`src/rtl/seq_sender.sv`:
```
// rtl/seq_sender.sv - transmit side of the ASCII sequence link
//
// Purpose: on a start pulse, offers a fixed sequence of SEQ_LEN seven-bit
// characters (CHAR0..CHAR3) one at a time over a valid/ready handshake,
// optionally separated by GAP idle cycles, then pulses done for one cycle.
//
// Ports:
//   clk         in   1  clock, all state changes on posedge
//   reset       in   1  synchronous, active-high
//   start       in   1  request one sequence, sampled only in IDLE
//   ready       in   1  sink accepts the current character when valid && ready
//   ascii       out  7  current character, 0 whenever valid is 0
//   valid       out  1  ascii holds a character offered to the sink
//   busy        out  1  high from the cycle after an accepted start until DONE
//   done        out  1  one-cycle pulse after the last character transferred
//   sent_count  out  8  completed sequences, wraps 255 -> 0
//
// Parameters: SEQ_LEN is legal in 1..4, GAP in 0..15.

module seq_sender #(
    parameter int         SEQ_LEN = 3,
    parameter logic [6:0] CHAR0   = 7'h31,
    parameter logic [6:0] CHAR1   = 7'h32,
    parameter logic [6:0] CHAR2   = 7'h33,
    parameter logic [6:0] CHAR3   = 7'h34,
    parameter int         GAP     = 0
) (
    input  logic       clk,
    input  logic       reset,
    input  logic       start,
    input  logic       ready,
    output logic [6:0] ascii,
    output logic       valid,
    output logic       busy,
    output logic       done,
    output logic [7:0] sent_count
);

    typedef enum logic [1:0] {
        IDLE = 2'd0,
        SEND = 2'd1,
        GAP_WAIT = 2'd2,
        DONE = 2'd3
    } state_t;

    localparam logic [1:0] LAST_IDX  = 2'(SEQ_LEN - 1);
    // Loaded on entry to the gap state; the gap ends when it has counted down
    // to zero, which gives exactly GAP cycles with valid low.
    localparam logic [3:0] GAP_START = 4'(GAP - 1);

    state_t     state, state_n;
    logic [1:0] index, index_n;
    logic [3:0] gap_cnt, gap_cnt_n;
    logic [6:0] ascii_n;
    logic       valid_n;
    logic       busy_n;
    logic       done_n;
    logic [7:0] sent_count_n;

    function automatic logic [6:0] char_at(input logic [1:0] idx);
        case (idx)
            2'd0:    return CHAR0;
            2'd1:    return CHAR1;
            2'd2:    return CHAR2;
            default: return CHAR3;
        endcase
    endfunction

    always_ff @(posedge clk) begin
        if (reset) begin
            state      <= IDLE;
            index      <= 2'd0;
            gap_cnt    <= 4'd0;
            ascii      <= 7'h00;
            valid      <= 1'b0;
            busy       <= 1'b0;
            done       <= 1'b0;
            sent_count <= 8'd0;
        end else begin
            state      <= state_n;
            index      <= index_n;
            gap_cnt    <= gap_cnt_n;
            ascii      <= ascii_n;
            valid      <= valid_n;
            busy       <= busy_n;
            done       <= done_n;
            sent_count <= sent_count_n;
        end
    end

    // Every output is computed here as its next registered value; holding the
    // current value is the default so backpressure leaves ascii/valid stable.
    always_comb begin
        state_n      = state;
        index_n      = index;
        gap_cnt_n    = gap_cnt;
        ascii_n      = ascii;
        valid_n      = valid;
        busy_n       = busy;
        done_n       = 1'b0;
        sent_count_n = sent_count;

        case (state)
            IDLE: begin
                if (start) begin
                    state_n = SEND;
                    index_n = 2'd0;
                    ascii_n = char_at(2'd0);
                    valid_n = 1'b1;
                    busy_n  = 1'b1;
                end
            end

            SEND: begin
                if (valid && ready) begin
                    if (index == LAST_IDX) begin
                        state_n      = DONE;
                        ascii_n      = 7'h00;
                        valid_n      = 1'b0;
                        busy_n       = 1'b0;
                        done_n       = 1'b1;
                        sent_count_n = sent_count + 8'd1;
                    end else if (GAP == 0) begin
                        index_n = index + 2'd1;
                        ascii_n = char_at(index + 2'd1);
                    end else begin
                        state_n   = GAP_WAIT;
                        gap_cnt_n = GAP_START;
                        ascii_n   = 7'h00;
                        valid_n   = 1'b0;
                    end
                end
            end

            GAP_WAIT: begin
                if (gap_cnt == 4'd0) begin
                    state_n = SEND;
                    index_n = index + 2'd1;
                    ascii_n = char_at(index + 2'd1);
                    valid_n = 1'b1;
                end else begin
                    gap_cnt_n = gap_cnt - 4'd1;
                end
            end

            DONE: begin
                // start is deliberately ignored here; it is only sampled in IDLE.
                state_n = IDLE;
            end

            default: begin
                state_n = IDLE;
            end
        endcase
    end

endmodule
```
`config.mk`:
```
export PLATFORM = sky130hd
export DESIGN_NAME = seq_sender
export DESIGN_NICKNAME = d
export VERILOG_FILES = /design/src/rtl/seq_sender.sv
export SDC_FILE = /design/constraint.sdc
export NUM_CORES = 1
export LEC_CHECK = 0
export ABC_AREA = 1
export BUFFER_PORTS_ARGS = -buffer_cell sky130_fd_sc_hd__buf_2
export CAP_MARGIN = 20
export CORE_AREA = 2 2 55 57
export DETAILED_ROUTE_END_ITERATION = 8
export DIE_AREA = 0 0 57 59
export MAX_ROUTING_LAYER = met4
export PLACE_DENSITY = 0.72
export SETUP_SLACK_MARGIN = 0.2
export SLEW_MARGIN = 20
export SYNTH_ARGS = -nofsm -noshare
export SYNTH_HDL_FRONTEND = slang
export SYNTH_SLANG_ARGS = --single-unit
```
`constraint.sdc`:
```
create_clock -name clk -period 1.3 [get_ports clk]
set_input_delay 0.26 -clock clk [delete_from_list [all_inputs] [get_ports clk]]
set_output_delay 0.26 -clock clk [all_outputs]
set_load 0.05 [all_outputs]
```
==> summary.md, run 1 <==
| Metric | Value |
|---|---|
| Vias per inst | 5.12 |
| Type of origin of the critical path | flip-flop |
| Status | finished, violations left |
| Final nets | 231 |
| Residual DRC | 0 |
| CTS tree | yes |
| Fin crit period | 1350 ps |
| ANT cells | 0 |
| Largest family of logic cells by synthesized area | simple AND/OR/NAND/NOR gates |
| Top cells by area, synth | dfxtp_1 35%, nand2_1 12%, ha_1 8.7% |
| Crit path cell chain | inv_4, ha_4, nand2_4, nor2_8, nand4_1, o21ai_1, nor2_1 |
| Period utilization | 104% |
| Yosys top cell area share | 35.4% |
| Setup slack at placement | -15.5 ps |
| Number of flops mapped to enable cells by yosys | 0 |
| Iter 0 DRT Violations | 32 |
| GRT Total Usage | 20.3% |
| Slowest stage cell, crit path | dfxtp_4 |
| CTS root buffer | clkbuf_4 |
| Number of CTS-inserted buffers | 3 |
| Final Max Slew Viols | 0 |
| Async SR Flop Fraction | 0% |
| Starting density of the core | 48.0% |
| Skew final | 9.20 ps |
| WL per Instance | 12.8 um |
| Commonest cells in the netlist | 42 x nand2_1, 23 x dfxtp_1, 23 x inv_1 |
| Post-route setup slack | -53.5 ps |
| Psw | 1.75 mW |
| Pwr Density | 1930 nW/um^2 |
| Die Span X | 57 um |
| Antenna-violating nets left | 0 |
| Failing checks | negative setup slack |
| Clock network power share | 9.1% |
| Max Cap Viol | 0 |
| Post-synthesis mux area share | 0% |
| Core Box Area | 2710 sq um |
| Top-count cell post-synth | nand2_1 |
| Area grow syn2layout | 52.0% |
| Synth Area in Compound Gates | 12.0% |
| Slowest cell delay on critical path | 390 ps |
| Total gr overflow | 0 |
| Final-report hold violation count | 0 |
| Worst min path class | in -> reg |
| XOR/XNOR Fraction of Synth Area | 0.673% |
| Fmax | 0.739 GHz |
| Post-synthesis simple-gate area fraction | 32.4% |
| Max rail drop VDD | 1.77 mV |
| Row count | 19 |
| Die Ht | 59 um |
| Layout cells sized above 1 | 46.5% |
| Syn. warnings | 0 |
| Crit path capture type | flip-flop |
| Vias in the first global route | 1247 |
| Die ar. | 3360 sq um |
| Switch share | 45.7% |
| CP required | 1520 ps |
| Dpl hpwl | 1940 um |
| Hold Slack | 213 ps |
| DR vias | 1270 |
| Pint | 2.08 mW |
| Global-route wire length before repair | 5120 um |
| First-pass DRT Iterations | 4 |
| RSZ-0062 raised after global routing | true |
| Clk_lat worst skew | 310 ps |
| Worst EP arrival | 1570 ps |
| Area share of fa/ha/maj cells after synthesis | 8.65% |
| Crit Path Category | reg -> reg |
| Leak | 0.906 nW |
| Worst-path clk slew | 140 ps |
| Syn avg cell area | 7.35 sq um |
| #FFs+latches synth | 23 |
| CP max FO | 7 |
| Pin count of the biggest net entering global routing | 16 |
| Seq/Total Area, Yosys | 35.4% |
| RD Place Congestion | 0.843 |
| DRT Wirelength | 3190 um |
| Buffers & Inverters on Critical Path | 1 |
| Netlist area before placement | 1300 sq um |
| Max Root-Sink Buffers | 2 |
| Cts hold-fix bufs | 0 |
| Most used DFF post-synth | dfxtp_1 |
| Port Buffers | 19 |
| Htree depth | 1 |
| Cells after Synth | 177 |
| Clock Sink Count | 23 |
| Cell variety after synth | 26 |
| Initial antenna violation count | 0 |
| Ports | 22 |
| Reg power frac | 26.7% |
| Setup violations, final | 10 |
| Synth area leader | dfxtp_1 |
| Combinational share of power | 64.2% |
| Top delay family on crit path | simple AND/OR/NAND/NOR gates |
power groups by stage:
| stage | clock network [mW] | registers, mW | logic (mW) |
|---|---|---|---|
| after CTS | 0.366 | 1.02 | 2.06 |
| final | 0.348 | 1.02 | 2.46 |
| after global placement | 0 | 0.974 | 1.66 |
| after floorplan | 0 | 1.23 | 1.15 |
| after global routing | 0.387 | 1.04 | 2.69 |
| after detailed placement | 0 | 0.982 | 1.68 |
what timing repair did:
| item | CTS | global route |
|---|---|---|
| setup endpoints to repair | 39 | 36 |
| pin swaps | 3 | 4 |
| buffers inserted | 14 | 6 |
| resized for setup | 69 | 21 |
| endpoints found under the hold margin | 0 | 0 |
cell usage in the layout, fill, tap and decap left out, types with 2 or more instances in the layout:
| cell type | count |
|---|---|
| ha_1 | 4 |
| a21oi_1 | 14 |
| nand2_4 | 3 |
| conb_1 | 2 |
| o21ai_1 | 2 |
| buf_2 | 3 |
| ha_4 | 5 |
| clkbuf_4 | 3 |
| a21oi_2 | 2 |
| buf_8 | 14 |
| nand3_4 | 2 |
| buf_12 | 2 |
| o21ai_0 | 5 |
| buf_4 | 19 |
| nand2_1 | 35 |
| nand3_1 | 4 |
| nand3_2 | 2 |
| nand2_8 | 2 |
| dfxtp_2 | 14 |
| nand4_1 | 3 |
| inv_4 | 5 |
| nand2_2 | 6 |
| dfxtp_1 | 3 |
| inv_2 | 2 |
| buf_6 | 3 |
| inv_1 | 18 |
| dfxtp_4 | 6 |
| o21ai_2 | 2 |
| nor2_1 | 22 |
| o21bai_1 | 2 |
cell type report:
cell class              instances  area (sq um)
inverters                      25           106
multi-input cells             124           861
repair buffers                 41           442
well taps                      31          38.8
flip-flops and latches         23           500
fillers                       199           732
clock inverters                 1          7.51
clock buffers                   3          22.5
sequential cells by signal, indices dropped and copies added, names as in the netlist:
register	cells
gap_cnt	4
state	2
busy	1
ascii	4
valid	1
done	1
index	2
sent_count	8
routing by layer:
layer	track usage, %	vias to the layer above	share of wire (%)
met5	-	-	0
met4	10.3	0	1.8
met3	2.62	6	4.5
met2	37.9	34	53
met1	20.8	588	41
li1	-	642	-
worst reg2reg max path, cell delays in order, from the launching register on:
cell and delay, ps:
dfxtp_4 390, inv_4 80, ha_4 190, nand2_4 80, nor2_8 160, nand4_1 160
o21ai_1 160, nor2_1 50
through the flow:
step           power, mW  instance area [sq um]  utilization [%]  TNS, ps  std cells
2_1_floorplan       2.38                   1360                -        0        178
3_3_place_gp        2.63                   1460             53.9        0        224
3_5_place_dp        2.66                   1460             53.9    -21.7        224
4_1_cts             3.44                   1850             68.2    -16.1        242
5_1_grt             4.12                   1980             73.0    -1850        248
6_report            3.82                   1980             73.0     -344        248
cell families (layout without fill, tap and decap cells):
logic type | Yosys count | in the layout
and+or+nand+nor | 84 | 84
other | 1 | 2
AOI/OAI and AO/OA | 28 | 28
xor gates and xnor gates | 1 | 1
adders and majority gates | 9 | 9
DFF | 23 | 23
buffers and inverters | 31 | 70
final timing paths:
kind | cells after the start | start | slack, ps | endpoint
setup reg to reg | 7 | state[1] | -50 | sent_count[6]
hold / removal | 3 | start | 210 | busy
hold reg to reg | 2 | ascii[0] | 490 | ascii[0]
setup / recovery | 7 | state[1] | -50 | sent_count[6]
Power figures use the tool's default switching activity.
==> inputs of run 2 (changes only) <==
- CORE_AREA: 2 2 55 57 -> 2 2 65 67
- DIE_AREA: 0 0 57 59 -> 0 0 67 69
- PLACE_DENSITY: 0.72 -> 0.54
- SETUP_SLACK_MARGIN: 0.2 -> 0.15
- SKIP_CTS_REPAIR_TIMING: not set -> 1
==> run 2 against run 1 <==
  * The run still ends with negative setup slack left
  * Global-route usage fell by 8.1 points
  * Wire length fell by 16%
  * Fmax rose by 2.8%
  * Highest routed layer unchanged
==> summary.md, run 2 (synthesis gave the netlist of run 1 again) <==
| Metric | Value |
|---|---|
| ANT cells | 0 |
| Type of origin of the critical path | flip-flop |
| Post-route setup slack | -17.0 ps |
| Most frequent cells in the layout | 35 x nand2_1, 19 x nor2_1, 18 x inv_1, 18 x buf_4, 13 x a21oi_1 |
| Worst r2r src | state[1] |
| Biggest register | sent_count |
| Clk_lat worst skew | 260 ps |
| Fmax | 0.759 GHz |
| Die ar. | 4620 sq um |
| Vias in the first global route | 960 |
| Vias per inst | 4.44 |
| Final-report hold violation count | 0 |
| Worst min path class | in -> reg |
| Reg2Reg Setup Slack | -20 ps |
| Die Ht | 69 um |
| Die Span X | 67 um |
| Global-route wire length before repair | 4270 um |
| Worst reg2reg endpoint | sent_count[3] |
| RD Place Congestion | 0.764 |
| Register area | 482 sq um |
| Multi-input gate area | 807 sq um |
| Port Buffers | 19 |
| Crit Path Category | reg -> reg |
| Residual DRC | 0 |
| Pin count of the biggest net entering global routing | 16 |
| HP Start | start |
| First-pass DRT Iterations | 4 |
| CTS root buffer | clkbuf_8 |
| Pwr Density | 2030 nW/um^2 |
| Area grow syn2layout | 33.3% |
| Final Max Slew Viols | 0 |
| RSZ-0062 raised after global routing | true |
| Hold endpoint | busy |
| GRT Total Usage | 12.2% |
| Htree depth | 1 |
| CTS tree | yes |
| Max Cap Viol | 0 |
| Core Box Area | 3910 sq um |
| Setup Total Neg Slack | -28.2 ps |
| Row count | 23 |
| Max Root-Sink Buffers | 2 |
| Largest register FFs | 8 |
| CP required | 1450 ps |
| Initial antenna violation count | 0 |
| Setup violations, final | 3 |
| Slowest cell delay on critical path | 370 ps |
| Crit path cell chain | inv_4, ha_4, nand2_4, nor2_8, buf_4, nand2_2, o21ai_1, a21oi_1 |
| Ports | 22 |
| Tot Pwr | 3.53 mW |
| Total gr overflow | 0 |
| Worst-path clk slew | 80 ps |
| Number of CTS-inserted buffers | 3 |
| WL per Instance | 10.3 um |
| Fillers | 426 |
| Dpl hpwl | 1940 um |
| Setup slack at placement | -7.22 ps |
| Clock Sink Count | 23 |
| Crit path capture type | flip-flop |
| Starting density of the core | 33.2% |
| Antenna-violating nets left | 0 |
| Most common cell after layout, fill and taps aside | nand2_1 |
| Status | finished, violations left |
| Max rail drop VDD | 0.788 mV |
| CP max FO | 7 |
| Failing checks | negative setup slack |
| DR vias | 1149 |
| Worst EP arrival | 1470 ps |
| Skew final | 6.87 ps |
| Final nets | 223 |
| Slowest stage cell, crit path | dfxtp_4 |
| Layout cells sized above 1 | 39.7% |
| DRT Wirelength | 2680 um |
| Worst hold path depth | 3 |
| Final design utilization | 44.3% |
| Period utilization | 101% |
| Leak | 0.823 nW |
| Fin crit period | 1320 ps |
| Iter 0 DRT Violations | 42 |
| Largest registers | sent_count x8, ascii x4, gap_cnt x4 |
| R2r worst-path depth | 8 |
## run 2: worst max-delay path by stage
stage,startpoint,end,slack [ps],cells after the start
after detailed placement,state[0],ascii[1],-7,8
after global placement,state[1],sent_count[7],-6,9
final,state[1],sent_count[3],-20,8
after floorplan,state[1],sent_count[7],40,10
after global routing,state[1],sent_count[7],-90,9
after CTS,state[0],ascii[1],-30,8
## run 2: area by class of cell
class	count	share of cell area, %
Clock buffer	4	2.60
Inverter	25	5.84
Tap cell	50	3.61
Multi-Input combinational cell	124	46.5
Sequential cell	23	27.8
Timing Repair Buffer	33	13.6
## run 2: layer usage
layer	vias up	share of wire, %	global-route usage, %
met4	0	0.79	4.08
met2	22	46	17.8
met3	2	4.1	3.43
li1	616	-	-
met1	509	49	16.2
met5	-	0	-
## run 2: critical path, delay by kind of cell (launching register included)
kind	cells	cell delay [ps]
fa+ha+maj	1	190
simple gates	3	260
compound gates	2	180
buf+inv	2	210
flops	1	370
## run 2: per-stage QoR
stage          hold WS (ps)  instances  instance area, sq um
4_1_cts                 262        254                  1570
2_1_floorplan           424        178                  1340
3_5_place_dp            448        250                  1530
5_1_grt                 258        259                  1730
3_3_place_gp            451        250                  1530
6_report                267        259                  1730
## run 2: report_power, final
part           switching [mW]  total [mW]  internal [mW]
Sequential              0.115       0.980          0.865
Clock                   0.225       0.443          0.219
Combinational            1.26        2.10          0.841
Total                    1.60        3.53           1.93
==> inputs of run 3 (changes only) <==
--- a/config.mk
+++ b/config.mk
@@ -7,8 +7,8 @@
 export LEC_CHECK = 0
-export ABC_AREA = 1
+export ABC_AREA = 0
 export BUFFER_PORTS_ARGS = -buffer_cell sky130_fd_sc_hd__buf_2
 export CAP_MARGIN = 20
-export CORE_AREA = 2 2 65 67
+export CORE_AREA = 2 2 62 64
 export DETAILED_ROUTE_END_ITERATION = 8
-export DIE_AREA = 0 0 67 69
+export DIE_AREA = 0 0 64 66
 export MAX_ROUTING_LAYER = met4
@@ -21 +21,2 @@
 export SYNTH_SLANG_ARGS = --single-unit
+export TNS_END_PERCENT = 10
--- a/constraint.sdc
+++ b/constraint.sdc
@@ -3,2 +3,2 @@
 set_output_delay 0.26 -clock clk [all_outputs]
-set_load 0.05 [all_outputs]
+set_load 0.1 [all_outputs]
==> run 3 against run 2 <==
  * The run still ends with negative setup slack left
  * Total power decreased by 47%
  * Wire length increased by 5.5%
  * Setup slack got worse by 590 ps
  * Via count decreased by 7.0%
  * Cell area increased by 8.4%
  * Critical endpoint is now ascii[2]
  * Largest cell class unchanged
==> summary.md, run 3 <==
| Metric | Value |
|---|---|
| Status | finished, violations left |
| Failing checks | negative setup slack |
| Cells after Synth | 131 |
| Syn. warnings | 0 |
| Cell variety after synth | 34 |
| CP required | 1540 ps |
| Pwr Density | 996 nW/um^2 |
| Port Buffers | 19 |
| CTS tree | yes |
| Max rail drop VDD | 0.562 mV |
| Setup violations, final | 21 |
| GRT Total Usage | 15.0% |
| Worst min path class | in -> reg |
| Largest registers | sent_count x8, ascii x4, gap_cnt x4 |
| Netlist area before placement | 1180 sq um |
| Final design utilization | 52.9% |
| Residual DRC | 0 |
| DRT Wirelength | 2820 um |
| Slowest stage cell, crit path | a2111oi_4 |
| Clock Sink Count | 23 |
| Wire length on met2 | 1480 um |
| Setup Total Neg Slack | -7440 ps |
| Ports | 22 |
| Async SR Flop Fraction | 0% |
| #FFs+latches synth | 23 |
| Vias in the first global route | 1128 |
| Htree depth | 1 |
| Die Span X | 64 um |
| Final Max Slew Viols | 0 |
| Iter 0 DRT Violations | 23 |
| Most used DFF post-synth | dfxtp_1 |
| Leak | 0.760 nW |
| Highest routed metal layer | met4 |
| Final-report hold violation count | 0 |
| Initial antenna violation count | 0 |
| Total gr overflow | 0 |
| Fin crit period | 1910 ps |
| Layout cells sized above 1 | 45.8% |
| DR vias | 1068 |
| RD Place Congestion | 0.846 |
| Crit Path Category | reg -> reg |
| Wire length on met3 | 51 um |
| Skew final | 10.9 ps |
| Max Root-Sink Buffers | 2 |
| Die Ht | 66 um |
| Period utilization | 147% |
| Post-route setup slack | -609 ps |
| Syn avg cell area | 9.03 sq um |
| Antenna-violating nets left | 0 |
| Biggest register | sent_count |
| Synth area leader | dfxtp_1 |
| Area grow syn2layout | 58.9% |
| Yosys top cell area share | 38.9% |
| Seq/Total Area, Yosys | 38.9% |
| Dpl hpwl | 2210 um |
| First-pass DRT Iterations | 4 |
| Fmax | 0.524 GHz |
| Max Cap Viol | 0 |
| Top cells by area, synth | dfxtp_1 39%, ha_1 9.5%, nor2_1 5.1% |
| Final nets | 193 |
| ANT cells | 0 |
| Pin count of the biggest net entering global routing | 15 |
| Core Box Area | 3550 sq um |
| Reg2Reg Setup Slack | -610 ps |
| CTS root buffer | clkbuf_4 |
| Critical path depth | 8 |
| Top delay family on crit path | simple AND/OR/NAND/NOR gates |
| Starting density of the core | 33.3% |
| Worst EP arrival | 2140 ps |
| Vias per inst | 4.70 |
| R2r worst-path depth | 8 |
| Largest register FFs | 8 |
| Most common cell after layout, fill and taps aside | buf_4 |
| CP max FO | 6 |
| Slowest cell delay on critical path | 410 ps |
| Type of origin of the critical path | flip-flop |
| Commonest cells in the netlist | 23 x dfxtp_1, 16 x nor2_1, 9 x ha_1 |
| Most frequent cells in the layout | 29 x buf_4, 16 x nor2_1, 16 x buf_12, 12 x dfxtp_1, 8 x dfxtp_2 |
| Metal-1 WL | 1240 um |
| WL per Instance | 12.4 um |
| Number of CTS-inserted buffers | 3 |
| Row count | 22 |
| Worst hold path depth | 3 |
| Global-route wire length before repair | 4800 um |
| Buffers & Inverters on Critical Path | 3 |
| Crit path capture type | flip-flop |
| Worst-path clk slew | 150 ps |
| Clk_lat worst skew | 320 ps |
| Top-count cell post-synth | dfxtp_1 |
| RSZ-0062 raised after global routing | true |
| Die ar. | 4220 sq um |
| Crit path cell chain | inv_2, ha_4, or3b_4, a2111oi_4, buf_6, buf_4, nand2b_1, a21oi_2 |
| Number of flops mapped to enable cells by yosys | 0 |
[run 3: cell types whose count changed after synthesis, moves of 4 or more]
cell | before | now
nand2_1 | 42 | 7
inv_1 | 23 | 8
a21oi_1 | 16 | 8
nor2_1 | 22 | 16
o21ai_0 | 9 | 3
a311oi_1 | 0 | 4
clkbuf_1 | 0 | 4
xnor2_1 | 1 | 5
xor2_1 | 0 | 4
[run 3: cell families (layout without fill, tap and decap cells)]
| family | count (synthesis) | after routing | synth area share, % |
|---|---|---|---|
| AND/OR/NAND/NOR | 47 | 47 | 19.9 |
| AO/OA/AOI/OAI | 23 | 23 | 15.2 |
| flip-flops | 23 | 23 | 38.9 |
| buffers and inverters | 17 | 64 | 7.62 |
| adder cells (fa/ha/maj) | 9 | 9 | 9.52 |
| XOR/XNOR | 9 | 9 | 6.67 |
| multiplexers | 2 | 2 | 1.80 |
| other | 1 | 2 | 0.317 |
[run 3: metrics by stage]
| step | area, sq um | worst slack [ps] | power, mW | std cells | hold WS [ps] |
|---|---|---|---|---|---|
| 5_1_grt | 1880 | -689 | 1.98 | 227 | 259 |
| 4_1_cts | 1790 | -648 | 1.83 | 223 | 260 |
| 3_3_place_gp | 1760 | -499 | 1.47 | 219 | 491 |
| 3_5_place_dp | 1760 | -627 | 1.48 | 219 | 501 |
| 6_report | 1880 | -609 | 1.87 | 227 | 261 |
| 2_1_floorplan | 1210 | -563 | 1.23 | 132 | 470 |
[run 3: worst register-to-register path, cell delays in order (launching register included)]
cell       delay [ps]
dfxtp_2           360
inv_2              70
ha_4              130
or3b_4            390
a2111oi_4         410
buf_6             180
buf_4             110
nand2b_1          120
a21oi_2            60
[run 3: metal layers]
| metal | global-route usage (%) | vias up |
|---|---|---|
| li1 | - | 544 |
| met1 | 16.4 | 508 |
| met2 | 27.2 | 12 |
| met3 | 1.53 | 4 |
| met4 | 7.34 | 0 |
| met5 | - | - |
[run 3: power by group]
| part | internal (mW) | total (mW) | switching, mW |
|---|---|---|---|
| clock | 0.120 | 0.357 | 0.237 |
| combinational | 0.306 | 0.726 | 0.420 |
| sequential | 0.746 | 0.789 | 0.0433 |
[run 3: worst paths after layout]
check                                     end          start
worst max-delay path                 ascii[2]     gap_cnt[0]
worst min-delay path                 ascii[2]          reset
worst max register to register       ascii[2]     gap_cnt[0]
worst min register to register  sent_count[3]  sent_count[3]
[run 3: cell type report]
cell class | count | area, sq um
Timing Repair Buffer | 52 | 598
Clock inverter | 1 | 6.26
Sequential cell | 23 | 482
Tap cell | 48 | 60.1
Inverter | 8 | 30.0
Clock buffer | 3 | 22.5
Multi-Input combinational cell | 92 | 681
Fill cell | 328 | 1670
